`src/rtl/calc_pkg.sv`:
```
// Shared definitions for the calculator job arbiter: op codes, digit limit,
// sequencer state encoding and the job legality check.
package calc_pkg;

    localparam logic [2:0] OP_NONE = 3'b000;
    localparam logic [2:0] OP_ADD  = 3'b001;
    localparam logic [2:0] OP_SUB  = 3'b010;
    localparam logic [2:0] OP_MUL  = 3'b011;
    localparam logic [2:0] OP_DIV  = 3'b100;

    localparam logic [3:0] DIGIT_MAX = 4'd9;

    typedef enum logic [2:0] {
        ST_IDLE  = 3'd0,
        ST_CLR   = 3'd1,
        ST_NUM_A = 3'd2,
        ST_OP    = 3'd3,
        ST_NUM_B = 3'd4,
        ST_EQ    = 3'd5,
        ST_WAIT  = 3'd6,
        ST_RESP  = 3'd7
    } calc_state_e;

    // Divide by zero is rejected here so the calculator never sees it.
    function automatic logic job_legal(input logic [3:0] a,
                                       input logic [2:0] op,
                                       input logic [3:0] b);
        logic op_ok;
        op_ok = (op == OP_ADD) || (op == OP_SUB) || (op == OP_MUL) || (op == OP_DIV);
        return op_ok && (a <= DIGIT_MAX) && (b <= DIGIT_MAX) &&
               !((op == OP_DIV) && (b == 4'd0));
    endfunction

endpackage

```
`src/rtl/rr_arb2.sv`:
```
// Two-way round-robin grant with a last-grant pointer that moves only when
// the granted request is actually accepted.
module rr_arb2 (
    input  logic clk,
    input  logic clear_n,
    input  logic req0,
    input  logic req1,
    input  logic accept,
    output logic gnt0,
    output logic gnt1
);

    logic last_q;
    logic last_d;

    // last_q = 1 means requester 1 was granted last, so requester 0 wins a tie.
    always_comb begin
        gnt0 = 1'b0;
        gnt1 = 1'b0;
        if (req0 && req1) begin
            gnt0 = last_q;
            gnt1 = !last_q;
        end else begin
            gnt0 = req0;
            gnt1 = req1;
        end
    end

    always_comb begin
        last_d = last_q;
        if (accept) begin
            last_d = gnt1;
        end
    end

    always_ff @(posedge clk or negedge clear_n) begin
        if (!clear_n) begin
            last_q <= 1'b1;
        end else begin
            last_q <= last_d;
        end
    end

endmodule

```
`src/rtl/calc_job_arbiter.sv`:
```
// Serves calculator jobs from two requesters one at a time: arbitrates,
// validates, drives the button sequence and holds the response until taken.
//
// state    | meaning
// ---------+----------------------------------------------------------
// IDLE     | waiting for a request; ready raised for the winner only
// CLR      | calc_clear pulse
// NUM_A    | first digit on calc_num
// OP       | latched op on calc_op
// NUM_B    | second digit on calc_num
// EQ       | calc_equal pulse
// WAIT     | RESULT_WAIT cycles for the calculator to settle
// RESP     | response valid, held until rsp_ready
module calc_job_arbiter
    import calc_pkg::*;
#(
    parameter int unsigned RESULT_WAIT = 2
) (
    input  logic        clk,
    input  logic        clear_n,
    input  logic        req0_valid,
    output logic        req0_ready,
    input  logic [3:0]  req0_a,
    input  logic [2:0]  req0_op,
    input  logic [3:0]  req0_b,
    input  logic        req1_valid,
    output logic        req1_ready,
    input  logic [3:0]  req1_a,
    input  logic [2:0]  req1_op,
    input  logic [3:0]  req1_b,
    output logic        rsp_valid,
    input  logic        rsp_ready,
    output logic        rsp_id,
    output logic [15:0] rsp_result,
    output logic        rsp_err,
    output logic        calc_clear,
    output logic [3:0]  calc_num,
    output logic [2:0]  calc_op,
    output logic        calc_equal,
    input  logic [15:0] calc_result,
    output logic        busy
);

    localparam logic [3:0] WAIT_LOAD = 4'(RESULT_WAIT - 1);

    calc_state_e state_q, state_d;
    logic [3:0]  a_q, a_d;
    logic [2:0]  op_q, op_d;
    logic [3:0]  b_q, b_d;
    logic        id_q, id_d;
    logic [3:0]  cnt_q, cnt_d;
    logic [15:0] rsp_result_q, rsp_result_d;
    logic        rsp_err_q, rsp_err_d;

    logic        gnt0;
    logic        gnt1;
    logic        idle;
    logic        accept;
    logic [3:0]  sel_a;
    logic [2:0]  sel_op;
    logic [3:0]  sel_b;

    assign idle   = (state_q == ST_IDLE);
    assign accept = idle && ((gnt0 && req0_valid) || (gnt1 && req1_valid));
    assign sel_a  = gnt1 ? req1_a  : req0_a;
    assign sel_op = gnt1 ? req1_op : req0_op;
    assign sel_b  = gnt1 ? req1_b  : req0_b;

    rr_arb2 u_rr_arb2 (
        .clk     (clk),
        .clear_n (clear_n),
        .req0    (req0_valid),
        .req1    (req1_valid),
        .accept  (accept),
        .gnt0    (gnt0),
        .gnt1    (gnt1)
    );

    always_comb begin
        state_d      = state_q;
        a_d          = a_q;
        op_d         = op_q;
        b_d          = b_q;
        id_d         = id_q;
        cnt_d        = cnt_q;
        rsp_result_d = rsp_result_q;
        rsp_err_d    = rsp_err_q;
        case (state_q)
            ST_IDLE: begin
                if (accept) begin
                    a_d          = sel_a;
                    op_d         = sel_op;
                    b_d          = sel_b;
                    id_d         = gnt1;
                    rsp_result_d = 16'd0;
                    if (job_legal(sel_a, sel_op, sel_b)) begin
                        rsp_err_d = 1'b0;
                        state_d   = ST_CLR;
                    end else begin
                        rsp_err_d = 1'b1;
                        state_d   = ST_RESP;
                    end
                end
            end
            ST_CLR:   state_d = ST_NUM_A;
            ST_NUM_A: state_d = ST_OP;
            ST_OP:    state_d = ST_NUM_B;
            ST_NUM_B: state_d = ST_EQ;
            ST_EQ: begin
                cnt_d   = WAIT_LOAD;
                state_d = ST_WAIT;
            end
            ST_WAIT: begin
                // Result is captured on the final WAIT cycle; counter stops at zero.
                if (cnt_q == 4'd0) begin
                    rsp_result_d = calc_result;
                    state_d      = ST_RESP;
                end else begin
                    cnt_d = cnt_q - 4'd1;
                end
            end
            ST_RESP: begin
                if (rsp_ready) begin
                    state_d = ST_IDLE;
                end
            end
            default: state_d = ST_IDLE;
        endcase
    end

    always_ff @(posedge clk or negedge clear_n) begin
        if (!clear_n) begin
            state_q      <= ST_IDLE;
            a_q          <= 4'd0;
            op_q         <= OP_NONE;
            b_q          <= 4'd0;
            id_q         <= 1'b0;
            cnt_q        <= 4'd0;
            rsp_result_q <= 16'd0;
            rsp_err_q    <= 1'b0;
        end else begin
            state_q      <= state_d;
            a_q          <= a_d;
            op_q         <= op_d;
            b_q          <= b_d;
            id_q         <= id_d;
            cnt_q        <= cnt_d;
            rsp_result_q <= rsp_result_d;
            rsp_err_q    <= rsp_err_d;
        end
    end

    always_comb begin
        calc_num = 4'd0;
        if (state_q == ST_NUM_A) begin
            calc_num = a_q;
        end else if (state_q == ST_NUM_B) begin
            calc_num = b_q;
        end
    end

    assign req0_ready = idle && gnt0;
    assign req1_ready = idle && gnt1;
    assign calc_clear = (state_q == ST_CLR);
    assign calc_op    = (state_q == ST_OP) ? op_q : OP_NONE;
    assign calc_equal = (state_q == ST_EQ);
    assign busy       = !idle;
    assign rsp_valid  = (state_q == ST_RESP);
    assign rsp_id     = id_q;
    assign rsp_result = rsp_result_q;
    assign rsp_err    = rsp_err_q;

endmodule

```
`config.mk`:
```
export PLATFORM = sky130hd
export DESIGN_NAME = calc_job_arbiter
export DESIGN_NICKNAME = d
export VERILOG_FILES = /design/src/rtl/calc_pkg.sv /design/src/rtl/rr_arb2.sv /design/src/rtl/calc_job_arbiter.sv
export SDC_FILE = /design/constraint.sdc
export NUM_CORES = 1
export LEC_CHECK = 0
export CAP_MARGIN = 20
export CORE_ASPECT_RATIO = 0.6
export CORE_MARGIN = 10
export CORE_UTILIZATION = 40
export DETAILED_ROUTE_END_ITERATION = 10
export HOLD_SLACK_MARGIN = 0.03
export PLACE_DENSITY = 0.78
export SYNTH_ARGS = -nofsm -noshare
export SYNTH_HDL_FRONTEND = slang
export SYNTH_SLANG_ARGS = --single-unit
```
`constraint.sdc`:
```
create_clock -name clk -period 2.8 [get_ports clk]
set_input_delay 0.7 -clock clk [delete_from_list [all_inputs] [get_ports clk]]
set_output_delay 0.7 -clock clk [all_outputs]
set_load 0.05 [all_outputs]
```
==> impl_metrics.json <==
{
  "drv_slew": 0,
  "worst_pin_slew_ps": 812.3,
  "rows": 19,
  "cts.htree.levels": 2,
  "cts_sinks": 37,
  "hold_class": "reg2reg",
  "power_frac_clock_pct": 13.8,
  "yosysUniqueCellTypes": 36,
  "wl_per_cell_um": 14.61,
  "clock_path_buffers": 2,
  "cts_tree": "yes",
  "p_int_mw": 1.579,
  "die_x_um": 108.4,
  "clk_latency_ps": 280,
  "yosys.area.top_type_share_pct": 48.00,
  "first_pass_iters": 4,
  "async_flop_share_pct": 100.0,
  "syn_avg_cell_area_um2": 9.111,
  "drc_errors": 0,
  "cp_data_arrival_time_ps": 1940,
  "drive_above_1_share_pct": 10.43,
  "ant_nets": 0,
  "crit_fanout": 14,
  "endpoint": "calc_clear",
  "syn_area_um2": 1877,
  "skew_ps": 4.137,
  "antenna_found_initial": 0,
  "power_mw": 2.919,
  "track_usage_pct": 12.89,
  "cts_resized": 0,
  "syn_inst": 206,
  "layout_min_cycle_time_ps": 2644,
  "vias": 1674,
  "irDropWorstVdd_mv": 0.6385,
  "diodes": 0,
  "required_ps": 2100,
  "dieArea_um2": 7922,
  "synth-main-ff-cell": "dfrtp_1",
  "ios": 74,
  "max_slew_margin_pct": 45.85,
  "grt_pass1_wl_mm": 8.252,
  "core_um2": 4541,
  "tns_ps": 0,
  "final_nets": 321,
  "area_delta_synth_final_pct": 48.87,
  "p_per_area_nw_per_um2": 1045,
  "first_global_vias": 1694,
  "fmax_mhz": 378.1,
  "synth_nets": 250,
  "synth_area_leaders": "dfrtp_1, mux2i_1, nand3_1",
  "r2r_cells": 5,
  "reg2reg_from": "state_q[2]",
  "top_layer_used": "met4",
  "p_sw_mw": 1.340,
  "die_height_um": 73.06,
  "ys_seq_area_share_pct": 49.40,
  "globalRouteOverflowTotal": 0,
  "ys.warnings.count": 0,
  "cp-start-kind": "flip-flop",
  "grt_start_max_net_pins": 41,
  "post-route-period-util_pct": 94.45,
  "post-dp-hpwl_mm": 3.941,
  "cts-root-buf": "clkbuf_8",
  "route.met2.wl_mm": 2.288,
  "wl_met1_mm": 2.361,
  "finalWeightedCongestion": 0.7676,
  "yosys.area.top_type": "dfrtp_1",
  "pwr-share-seq_pct": 33.3,
  "dr_wl_met3_um": 323,
  "cp-startpoint": "state_q[0]",
  "drt_iter0_drc": 63,
  "postRouteWirelength_mm": 4.983,
  "postCtsSetupBuffers": 0,
  "p_sw_share_pct": 45.90,
  "rrSetupSlack_ps": 1000,
  "crit_type": "reg2out",
  "cts_hold_buf": 0,
  "initial_core_util_pct": 41.33,
  "vias_per_cell": 4.909,
  "finalSetupViolations": 0,
  "drv_cap": 0,
  "reg2reg_to": "rsp_result[1]",
  "timing.final.hold_violations": 0,
  "comb_power_share_pct": 52.9,
  "layout_common_cells": "clkdlybuf4s50_1, dfrtp_1, inv_1, nand3_1, o21ai_0",
  "cts.clk_slew.worst_paths_ps": 70,
  "layout_commonest_cell": "clkdlybuf4s50_1",
  "synth_edf_count": 0,
  "rsz0062_at_grt": "no",
  "endpoint_kind": "output pin",
  "leakage_nw": 1.261,
  "ys_seq_elements": 37,
  "outcome": "finished clean",
  "cts_buffers": 5,
  "numPortBuffers": 73
}
[kinds of logic (layout without fill, tap and decap cells)]
| family | Yosys count | after routing | share of synthesized area [%] |
|---|---|---|---|
| simple gates | 68 | 68 | 19.27 |
| compound gates | 53 | 53 | 16.13 |
| flops | 37 | 37 | 49.40 |
| buf+inv | 33 | 105 | 7.199 |
| mux | 12 | 12 | 6.400 |
| xor+xnor | 2 | 2 | 0.9335 |
| fa+ha+maj | 1 | 1 | 0.6666 |
[cells in the mapped netlist, types with 3 or more instances]
cell type and count:
a21oi_1 5, a22oi_1 4, buf_2 3, clkbuf_1 8, dfrtp_1 36, inv_1 20
mux2i_1 12, nand2_1 16, nand3_1 20, nor2_1 11, nor3b_1 5, o21ai_0 19
o21ai_1 17
[cell type report]
cell class | count | area, um^2
Sequential cell | 37 | 927.1
Fill cell | 402 | 1747
Inverter | 20 | 75.07
Tap cell | 63 | 78.83
Clock buffer | 7 | 96.34
Timing Repair Buffer | 77 | 793.3
Clock inverter | 1 | 5.005
Multi-Input combinational cell | 136 | 818.3
[power by group through the flow]
stage | clock network (mW) | registers (mW) | logic [mW]
after floorplan | 0 | 1.28 | 0.710
after global placement | 0 | 0.967 | 1.54
after detailed placement | 0 | 0.978 | 1.56
after CTS | 0.422 | 0.972 | 1.57
after global routing | 0.446 | 1.01 | 1.67
final | 0.403 | 0.972 | 1.54
[through the flow]
step	setup slack (ps)	utilization [%]	hold WS (ps)	std cells	cell area (um^2)
finish	155.5	61.53	476.5	341	2794
global route	45.35	61.53	510.1	341	2794
global placement	217.4	59.30	456.7	333	2693
CTS	133.3	61.53	479.7	341	2794
floorplan	267.1	-	404.4	206	1877
detailed placement	169.9	59.30	462.8	333	2693
[state kept, by name (all words and copies together), names as in the netlist, 3 cells and up]
register and cells:
op_q 3, a_q 4, rsp_result 16, b_q 4
cnt_q 4, state_q 3
[worst min-delay path by stage]
stage            start  endpoint  slack (ps)  cells past startpoint
2_1_floorplan  clear_n    a_q[0]         400                      0
3_3_place_gp   op_q[0]   op_q[0]         460                      2
3_5_place_dp   op_q[0]   op_q[0]         460                      2
4_1_cts        op_q[0]   op_q[0]         480                      2
5_1_grt        op_q[0]   op_q[0]         510                      2
6_report       op_q[0]   op_q[0]         480                      2
[critical path: stages (launching register included)]
cell and delay, ps:
dfrtp_1 580, nor3b_1 240, clkdlybuf4s50_1 840
[per-layer routing]
| metal | vias up | track usage [%] |
|---|---|---|
| met1 | 778 | 16.98 |
| met5 | - | 0 |
| met4 | 0 | 2.620 |
| met2 | 38 | 19.60 |
| li1 | 856 | - |
| met3 | 2 | 5.026 |
Note: power is estimated with default switching activity, not from simulation.
